--- src/rtl/wb_dffram_ctrl.sv ---
`default_nettype none
// wb_dffram_ctrl: pipelined Wishbone slave for a DFFRAM macro, single-cycle ack. Rev 1.0
// Define DFFRAM_CTRL_CLEAR_EN to zero the whole macro after every reset.
module wb_dffram_ctrl #(
   parameter int COLS = 1,
   localparam int A_WIDTH = 8 + $clog2(COLS)
) (
   input  logic               clk,
   input  logic               rst,
   input  logic               wb_cyc,
   input  logic               wb_stb,
   input  logic               wb_we,
   input  logic [3:0]         wb_sel,
   input  logic [A_WIDTH-1:0] wb_adr,
   input  logic [31:0]        wb_dat_w,
   output logic [31:0]        wb_dat_r,
   output logic               wb_ack,
   output logic               wb_stall,
   output logic               ram_en,
   output logic [3:0]         ram_we,
   output logic [A_WIDTH-1:0] ram_a,
   output logic [31:0]        ram_di,
   input  logic [31:0]        ram_do
);

   logic               accept;
   logic               clearing;
   logic [A_WIDTH-1:0] clr_a;
   logic               p_valid_q, p_valid_d;
   logic               p_we_q, p_we_d;

`ifdef DFFRAM_CTRL_CLEAR_EN
   localparam logic [0:0] S_CLEAR = 1'b0;
   localparam logic [0:0] S_READY = 1'b1;
   localparam int         DEPTH   = 256 * COLS;

   logic [0:0]         state_q, state_d;
   logic [A_WIDTH-1:0] cnt_q, cnt_d;

   always_comb begin
      state_d = state_q;
      cnt_d   = cnt_q;
      if (state_q == S_CLEAR) begin
         cnt_d = cnt_q + A_WIDTH'(1);
         if (cnt_q == A_WIDTH'(DEPTH - 1)) begin
            state_d = S_READY;
         end
      end
   end

   always_ff @(posedge clk) begin
      if (rst) begin
         state_q <= S_CLEAR;
         cnt_q   <= '0;
      end else begin
         state_q <= state_d;
         cnt_q   <= cnt_d;
      end
   end

   // Strobes are held off during the reset cycle itself even if the FSM already sits in CLEAR.
   assign clearing = (state_q == S_CLEAR) & ~rst;
   assign clr_a    = cnt_q;
   assign wb_stall = (state_q == S_CLEAR);
`else
   assign clearing = 1'b0;
   assign clr_a    = '0;
   assign wb_stall = 1'b0;
`endif

   assign accept = wb_cyc & wb_stb & ~wb_stall & ~rst;

   assign ram_en = accept | clearing;
   assign ram_we = clearing ? 4'hF : ((accept & wb_we) ? wb_sel : 4'h0);
   assign ram_a  = clearing ? clr_a : wb_adr;
   assign ram_di = clearing ? 32'h0 : wb_dat_w;

   assign p_valid_d = accept;
   assign p_we_d    = wb_we;

   always_ff @(posedge clk) begin
      if (rst) begin
         p_valid_q <= 1'b0;
         p_we_q    <= 1'b0;
      end else begin
         p_valid_q <= p_valid_d;
         p_we_q    <= p_we_d;
      end
   end

   // A request accepted just before reset must not be acked while rst is high.
   assign wb_ack   = p_valid_q & wb_cyc & ~rst;
   assign wb_dat_r = (p_valid_q & ~p_we_q & ~rst) ? ram_do : 32'h0;

endmodule
`default_nettype wire

--- config.mk ---
export PLATFORM = sky130hd
export DESIGN_NAME = wb_dffram_ctrl
export DESIGN_NICKNAME = d
export VERILOG_FILES = /design/src/rtl/wb_dffram_ctrl.sv
export SDC_FILE = /design/constraint.sdc
export NUM_CORES = 1
export LEC_CHECK = 0
export CORE_AREA = 2 2 62 64
export DETAILED_ROUTE_END_ITERATION = 16
export DIE_AREA = 0 0 64 66
export DONT_BUFFER_PORTS = 1
export SYNTH_ARGS = -nofsm -noshare
export SYNTH_HDL_FRONTEND = slang
export SYNTH_SLANG_ARGS = --single-unit
--- constraint.sdc ---
create_clock -name clk -period 1.05 [get_ports clk]
set_clock_uncertainty 0.1 [all_clocks]
set_input_delay 0.21 -clock clk [delete_from_list [all_inputs] [get_ports clk]]
set_output_delay 0.21 -clock clk [all_outputs]
set_load 0.05 [all_outputs]
# Yosys cells after proc, flatten, opt, wreduce, memory -nomap -nowiden
# Index checks and enable logic that the tools add are counted.
totals:
  regBits: 2
  inputBits: 81
  out_inout_bits: 79
classes:
  mux: 2
  n_bitwise: 9
ops:
  columns: ["cell", "count"]
  rows:
  - ["two-way mux 32 bit", 1]
  - ["bitwise AND 1 bit", 7]
  - ["two-way mux 4 bit", 1]
  - ["NOT 1 bit", 2]

# Logic depth before layout (Yosys ltp)
# Gate-level depths: netlist of the first run.
depth:
  depth_word: 4
  mapped_depth: 3
  mapped_depth_nobuf: 2

# Worst setup path after synthesis of the first run
# No wires, ideal clock.
synth_timing:
  kind: "flip-flop to output port"
  startpoint: "reg p_valid_q"
  endpoint: "out wb_dat_r[10]"
  t_arrival_ns: 1.147
  slack_ns: -0.407
  stages_incl_launch_ff: 4
  path_buffers: 1
  path_cell_list: "dfxtp_1 -> nor3b_4 -> buf_6 -> and2_1"
synth_via:
  elab_chain_cells: 3
synth_rtl:
  columns: ["item", "line", "rtl"]
  rows:
  - ["start, declared", "29", "logic p_valid_q, p_valid_d;"]
  - ["start signal, assigned", "86", "p_valid_q <= p_valid_d;"]
  - ["bitwise AND 1 bit (2 in series)", "93", "assign wb_dat_r = (p_valid_q & ~p_we_q & ~rst) ? ram_do : 32'h0;"]
  - ["two-way mux 32 bit", "93", null]
  - ["end, declared", "16", "output logic [31:0] wb_dat_r,"]
# Every way passes these cells.

# Worst setup path after layout of the first run
layout_timing:
  startpoint: "reg p_valid_q"
  endpoint: "out wb_dat_r[31]"
# The elaborated chain is that of the path after synthesis.

==> results of run 1 <==
## layer usage
metal / vias up / share of wire / global-route usage
li1: 158 / - / -
met1: 160 / 0.26 / 0.0529
met2: 73 / 0.50 / 0.130
met3: 16 / 0.22 / 0.0681
met4: 0 / 0.023 / 0.0571
met5: - / 0 / 0
## worst paths after layout
path       from            to  slack [ns]  cells after the start
max   p_valid_q  wb_dat_r[31]       -0.51                      4
min       wb_we        p_we_q        0.02                      1
## registers in the layout, summed over array words and instances, names as in the netlist
signal / cells
p_valid_q: 1
p_we_q: 1
## placed cells by master, fill, tap and decap left out
cell           synthesis  final
and2_2                 0      1
and2_4                 0     35
and4b_2                0      1
buf_12                 0      4
clkbuf_4               0      3
conb_1                 1      1
dfxtp_2                0      2
dlygate4sd3_1          0      1
nand2_1                2      2
nor2_1                 3      1
nor2_2                 0      1
nor2_4                 0      1
nor2b_1                1      1
nor3b_4                1      1
## final cells by class
type                       count  area share
multi-input combinational     45       0.640
timing repair buffer           5       0.151
tap                           48       0.100
sequential                     2      0.0711
clock buffer                   3      0.0377
## power groups by stage
stage / clock [mW] / combinational (mW) / sequential [mW]
final: 0.170 / 0.158 / 0.0832
after global routing: 0.184 / 0.163 / 0.0834
after CTS: 0.186 / 0.159 / 0.0832
after detailed placement: 0 / 0.154 / 0.0838
after global placement: 0 / 0.155 / 0.0837
after floorplan: 0 / 0.551 / 0.0835
## metrics by stage
| stage | hold WS [ns] | instance area, µm² | setup WS, ns | std cells |
|---|---|---|---|---|
| floorplan | 0.175 | 763 | -0.214 | 91 |
| global placement | 0.181 | 562 | -0.289 | 99 |
| detailed placement | 0.181 | 562 | -0.301 | 99 |
| CTS | 0.00493 | 598 | -0.541 | 103 |
| global route | 0.0261 | 598 | -0.562 | 103 |
| finish | 0.0182 | 598 | -0.512 | 103 |
## kinds of logic after synthesis
group,after synthesis,share of synthesized area
buffers and inverters,44,0.514
DFF,2,0.0603
other,1,0.00564
and+or+nand+nor,44,0.420
## timing repair
item                                   4_1_cts  5_1_grt
gates cloned                                 0        0
setup endpoints to repair                   37       37
endpoints found under the hold margin        2        0
hold buffers                                 1        0
gates resized for setup                      3        0
pin swaps                                    6        4
==> flow_metrics.env, run 1 <==
export IMPL_status="complete, but fails checks"
export IMPL_violations="setup timing"
export IMPL_die_y_um=66
export IMPL_critPathSlowestCell="dfxtp_2"
export IMPL_grt_max_degree=33
export IMPL_cp_cell_sequence="nor3b_4 > buf_12 > and2_2 > buf_12"
export IMPL_p_sw_frac=0.379
export IMPL_rsz0062_at_grt="yes"
export IMPL_antenna_found_initial=0
export IMPL_p_seq_frac=0.203
export IMPL_synth_top_cell_by_area="buf_4"
export IMPL_drcViolationCount=0
export IMPL_async_reset_ff_frac=0
export IMPL_fin_util=0.168
export IMPL_maxSlewViolCount=0
export IMPL_cts_clk_slew_worst_paths_ns=0.03
export IMPL_setup_tns_final_ns=-14.70
export IMPL_fin_crit_sh=1.49
export IMPL_yosys_warnings=0
export IMPL_cts_path_max_buffers=2
export IMPL_grt_pass1_wl_mm=2.37
export IMPL_synth_commonest_cells="buf_4 (41), and2_1 (36), buf_6 (3), nor2_1 (3)"
export IMPL_ys_types=10
export IMPL_coreArea_mm2=0.00355
export IMPL_fmax_mhz=640
export IMPL_dp_hpwl_mm=1.62
export IMPL_diodes=0
export IMPL_worst_slack_ns=-0.512
export IMPL_cpMostUsedCell="buf_12"
export IMPL_root_buffer="clkbuf_4"
export IMPL_yosysSeqAreaShare=0.0603
export IMPL_synth_edff_count=0
export IMPL_synth_nets=172
export IMPL_h_tree_depth=1
export IMPL_syn_inst=91
export IMPL_setup_viol=37
export IMPL_multi_input_area_um2=383
export IMPL_ant_nets=0
export IMPL_gp_congestion=0.691
export IMPL_synthTopCellsByArea="buf_4 (46%), and2_1 (34%), dfxtp_1 (6.0%), buf_6 (5.1%), nor3b_4 (2.8%)"
export IMPL_rows=22
export IMPL_pwr_density_cell_mw_per_mm2=687
export IMPL_hold_class="input port to register"
export IMPL_wirelength_mm=1.87
export IMPL_synthMostInstantiatedCell="buf_4"
export IMPL_vias_per_cell=3.95
export IMPL_intPower_mw=0.255
export IMPL_wl_per_cell_um=18.1
export IMPL_ys_flop_type="dfxtp_1"
export IMPL_switching_power_mw=0.156
export IMPL_cts_setup_buffers=0
export IMPL_cts_tree="done"
export IMPL_grt_pass1_vias=443
export IMPL_synth_area_um2=664
export IMPL_initial_core_util=0.187
export IMPL_startpoint_type="register"
export IMPL_worst_path_buf_inv=2
export IMPL_p_comb_frac=0.384
export IMPL_port_buffers=0
export IMPL_die_x_um=64
export IMPL_cts_buffers=3
export IMPL_first_iter_violations=5
export IMPL_dieArea_mm2=0.00422
export IMPL_nets=138
export IMPL_cts_sinks=2
export IMPL_max_stage_delay_ns=0.31
export IMPL_final_hold_viol_count=0
export IMPL_totalPowerFinal_mw=0.411
export IMPL_ios=160
export IMPL_drive_above_1_share=0.891
export IMPL_finalCriticalPeriod_ns=1.56
export IMPL_synth_seq_cells=2
export IMPL_grtUsageTotal=0.0767
export IMPL_overflow=0
export IMPL_arrival_ns=1.25
export IMPL_critPathKind="register to output port"
export IMPL_avgSynthCellArea_um2=7.30
export IMPL_max_cap_viol_count=0
export IMPL_num_vias=407
export IMPL_p_clk_frac=0.414
export IMPL_leakagePower_nw=0.250
export IMPL_critical_path_required_ns=0.74
export IMPL_first_pass_iters=2
export IMPL_synth_top_area_share=0.463
export IMPL_syn_to_final_growth_pct=-9.98
export IMPL_regArea_um2=42.5
export IMPL_fill_cells=405
export IMPL_cp_top_family="simple AND/OR/NAND/NOR gates"
export IMPL_peakVddDrop_v=0.000256
export IMPL_endpoint_kind="output port"
export IMPL_crit_fanout=32
Power figures use the tool's default switching activity.
==> run 2: changes to the inputs <==
--- a/config.mk
+++ b/config.mk
@@ -5,10 +5,12 @@
 export SDC_FILE = /design/constraint.sdc
 export NUM_CORES = 1
 export LEC_CHECK = 0
+export ABC_AREA = 1
 export CORE_AREA = 2 2 62 64
 export DETAILED_ROUTE_END_ITERATION = 16
 export DIE_AREA = 0 0 64 66
 export DONT_BUFFER_PORTS = 1
+export REMOVE_ABC_BUFFERS = 1
 export SYNTH_ARGS = -nofsm -noshare
 export SYNTH_HDL_FRONTEND = slang
 export SYNTH_SLANG_ARGS = --single-unit
==> flow_metrics.env, run 2 <==
export IMPL_maxSlewViolCount=0
export IMPL_grtUsageTotal=0.182
export IMPL_synth_area_um2=714
export IMPL_max_stage_delay_ns=0.31
export IMPL_fin_crit_sh=1.43
export IMPL_grt_pass1_wl_mm=4.97
export IMPL_cts_clk_slew_worst_paths_ns=0.03
export IMPL_critPathKind="register to output port"
export IMPL_root_buffer="clkbuf_4"
export IMPL_first_iter_violations=9
export IMPL_synthMostInstantiatedCell="buf_4"
export IMPL_final_hold_viol_count=0
export IMPL_cp_top_family="buffers and inverters"
export IMPL_coreArea_mm2=0.00355
export IMPL_die_x_um=64
export IMPL_h_tree_depth=1
export IMPL_antenna_found_initial=0
export IMPL_synth_edff_count=0
export IMPL_diodes=0
export IMPL_status="complete, but fails checks"
export IMPL_gp_congestion=0.824
export IMPL_setup_viol=33
export IMPL_leakagePower_nw=0.628
export IMPL_fmax_mhz=667
export IMPL_vias_per_cell=4.19
export IMPL_endpoint_kind="output port"
export IMPL_startpoint_type="register"
export IMPL_layout_common_cells="inv_1 (37), buf_6 (33), nor2_2 (20), nor2_4 (14), nor2_1 (7)"
export IMPL_synth_top_area_share=0.431
export IMPL_reg_largest_list="p_valid_q: 1 flops, p_we_q: 1 flops"
export IMPL_wirelength_mm=4.32
export IMPL_grt_max_degree=21
export IMPL_overflow=0
export IMPL_drive_above_1_share=0.632
export IMPL_grt_pass1_vias=689
export IMPL_first_pass_iters=4
export IMPL_cp_cell_sequence="nor2_4 > nand2_4 > buf_12 > nor2_2 > buf_6"
export IMPL_peakVddDrop_v=0.000573
export IMPL_wl_per_cell_um=23.8
export IMPL_layout_commonest_cell="inv_1"
export IMPL_yosysSeqAreaShare=0.0560
export IMPL_critical_path_required_ns=0.74
export IMPL_avgSynthCellArea_um2=5.50
export IMPL_initial_core_util=0.201
export IMPL_violations="setup timing"
export IMPL_min_from="wb_cyc"
export IMPL_syn_to_final_growth_pct=60.2
export IMPL_crit_fanout=20
export IMPL_arrival_ns=1.19
export IMPL_critPathSlowestCell="dfxtp_2"
export IMPL_drcViolationCount=0
export IMPL_ant_nets=0
export IMPL_final_cell_area_mm2=0.00114
export IMPL_finalCriticalPeriod_ns=1.50
export IMPL_hold_class="input port to register"
export IMPL_whs_path_depth=2
export IMPL_yosys_warnings=0
export IMPL_port_buffers=0
export IMPL_cts_tree="done"
export IMPL_cts_buffers=3
export IMPL_synthTopCellsByArea="buf_4 (43%), inv_1 (20%), nor2_1 (19%), dfxtp_1 (5.6%), buf_6 (4.7%)"
export IMPL_ios=160
export IMPL_ys_flop_type="dfxtp_1"
export IMPL_worstSetupStartpoint="p_we_q"
export IMPL_rsz0062_at_grt="yes"
export IMPL_async_reset_ff_frac=0
export IMPL_pwr_density_cell_mw_per_mm2=442
export IMPL_dieArea_mm2=0.00422
export IMPL_hold_path_endpoint="p_valid_q"
export IMPL_ys_types=10
export IMPL_num_vias=759
export IMPL_placed_cell_area_um2=766
export IMPL_synth_top_cell_by_area="buf_4"
export IMPL_die_y_um=66
export IMPL_synth_commonest_cells="buf_4 (41), inv_1 (38), nor2_1 (36), nor2_2 (5), buf_6 (3)"
export IMPL_synth_seq_cells=2
export IMPL_setup_tns_final_ns=-13.00
export IMPL_cts_path_max_buffers=2
export IMPL_worst_path_buf_inv=2
export IMPL_worst_slack_ns=-0.449
export IMPL_rows=22
export IMPL_nets=216
export IMPL_cts_sinks=2
export IMPL_max_cap_viol_count=0
export IMPL_syn_inst=130
export IMPL_dp_hpwl_mm=3.69
run 2: metrics by stage:
step	util	setup slack [ns]	hold slack (ns)	instances	total power [mW]
final	0.322	-0.449	0.0344	181	0.505
after global routing	0.322	-0.487	0.0469	181	0.539
after CTS	0.258	-0.421	0.0271	180	0.472
after detailed placement	0.216	-0.188	0.184	175	0.273
after global placement	0.216	-0.173	0.183	175	0.271
after floorplan	-	-0.637	0.181	86	0.219
run 2: cells by family after synthesis:
logic type             Yosys count  synth area share
and+or+nand+nor                 45             0.261
buffers and inverters           82             0.678
DFF                              2            0.0560
other                            1           0.00525
run 2: report_power, final:
part | internal [mW] | switching [mW] | total [mW]
Clock | 0.126 | 0.0398 | 0.165
Sequential | 0.0793 | 0.00335 | 0.0827
Combinational | 0.0876 | 0.170 | 0.257
run 2: worst max-delay path by stage:
stage | slack, ns | end | cells past startpoint
final | -0.45 | wb_dat_r[23] | 5
after global placement | -0.17 | wb_dat_r[0] | 5
after detailed placement | -0.19 | wb_dat_r[21] | 5
after floorplan | -0.64 | wb_dat_r[0] | 3
after CTS | -0.42 | wb_dat_r[14] | 5
after global routing | -0.49 | wb_dat_r[23] | 5
run 2: what timing repair did:
item	CTS	global route
setup buffers	0	1
cloned	0	1
endpoints found under the setup margin	33	37
resized for setup	33	59
hold buffers	2	0
endpoints found under the hold margin	2	0
pin swaps	1	4
run 2: cell type report:
type,count,area (µm²)
repair buffers,44,517
fillers,372,2410
well taps,48,60.1
clock buffers,3,22.5
multi-input cells,46,345
flip-flops and latches,2,45.0
inverters,38,155
run 2: routing by layer:
| metal | share of wire | global-route usage | up-vias |
|---|---|---|---|
| met1 | 0.17 | 0.0836 | 309 |
| met5 | 0 | 0.0417 | - |
| met4 | 0 | 0.00815 | 0 |
| li1 | - | - | 315 |
| met2 | 0.53 | 0.332 | 135 |
| met3 | 0.30 | 0.278 | 0 |
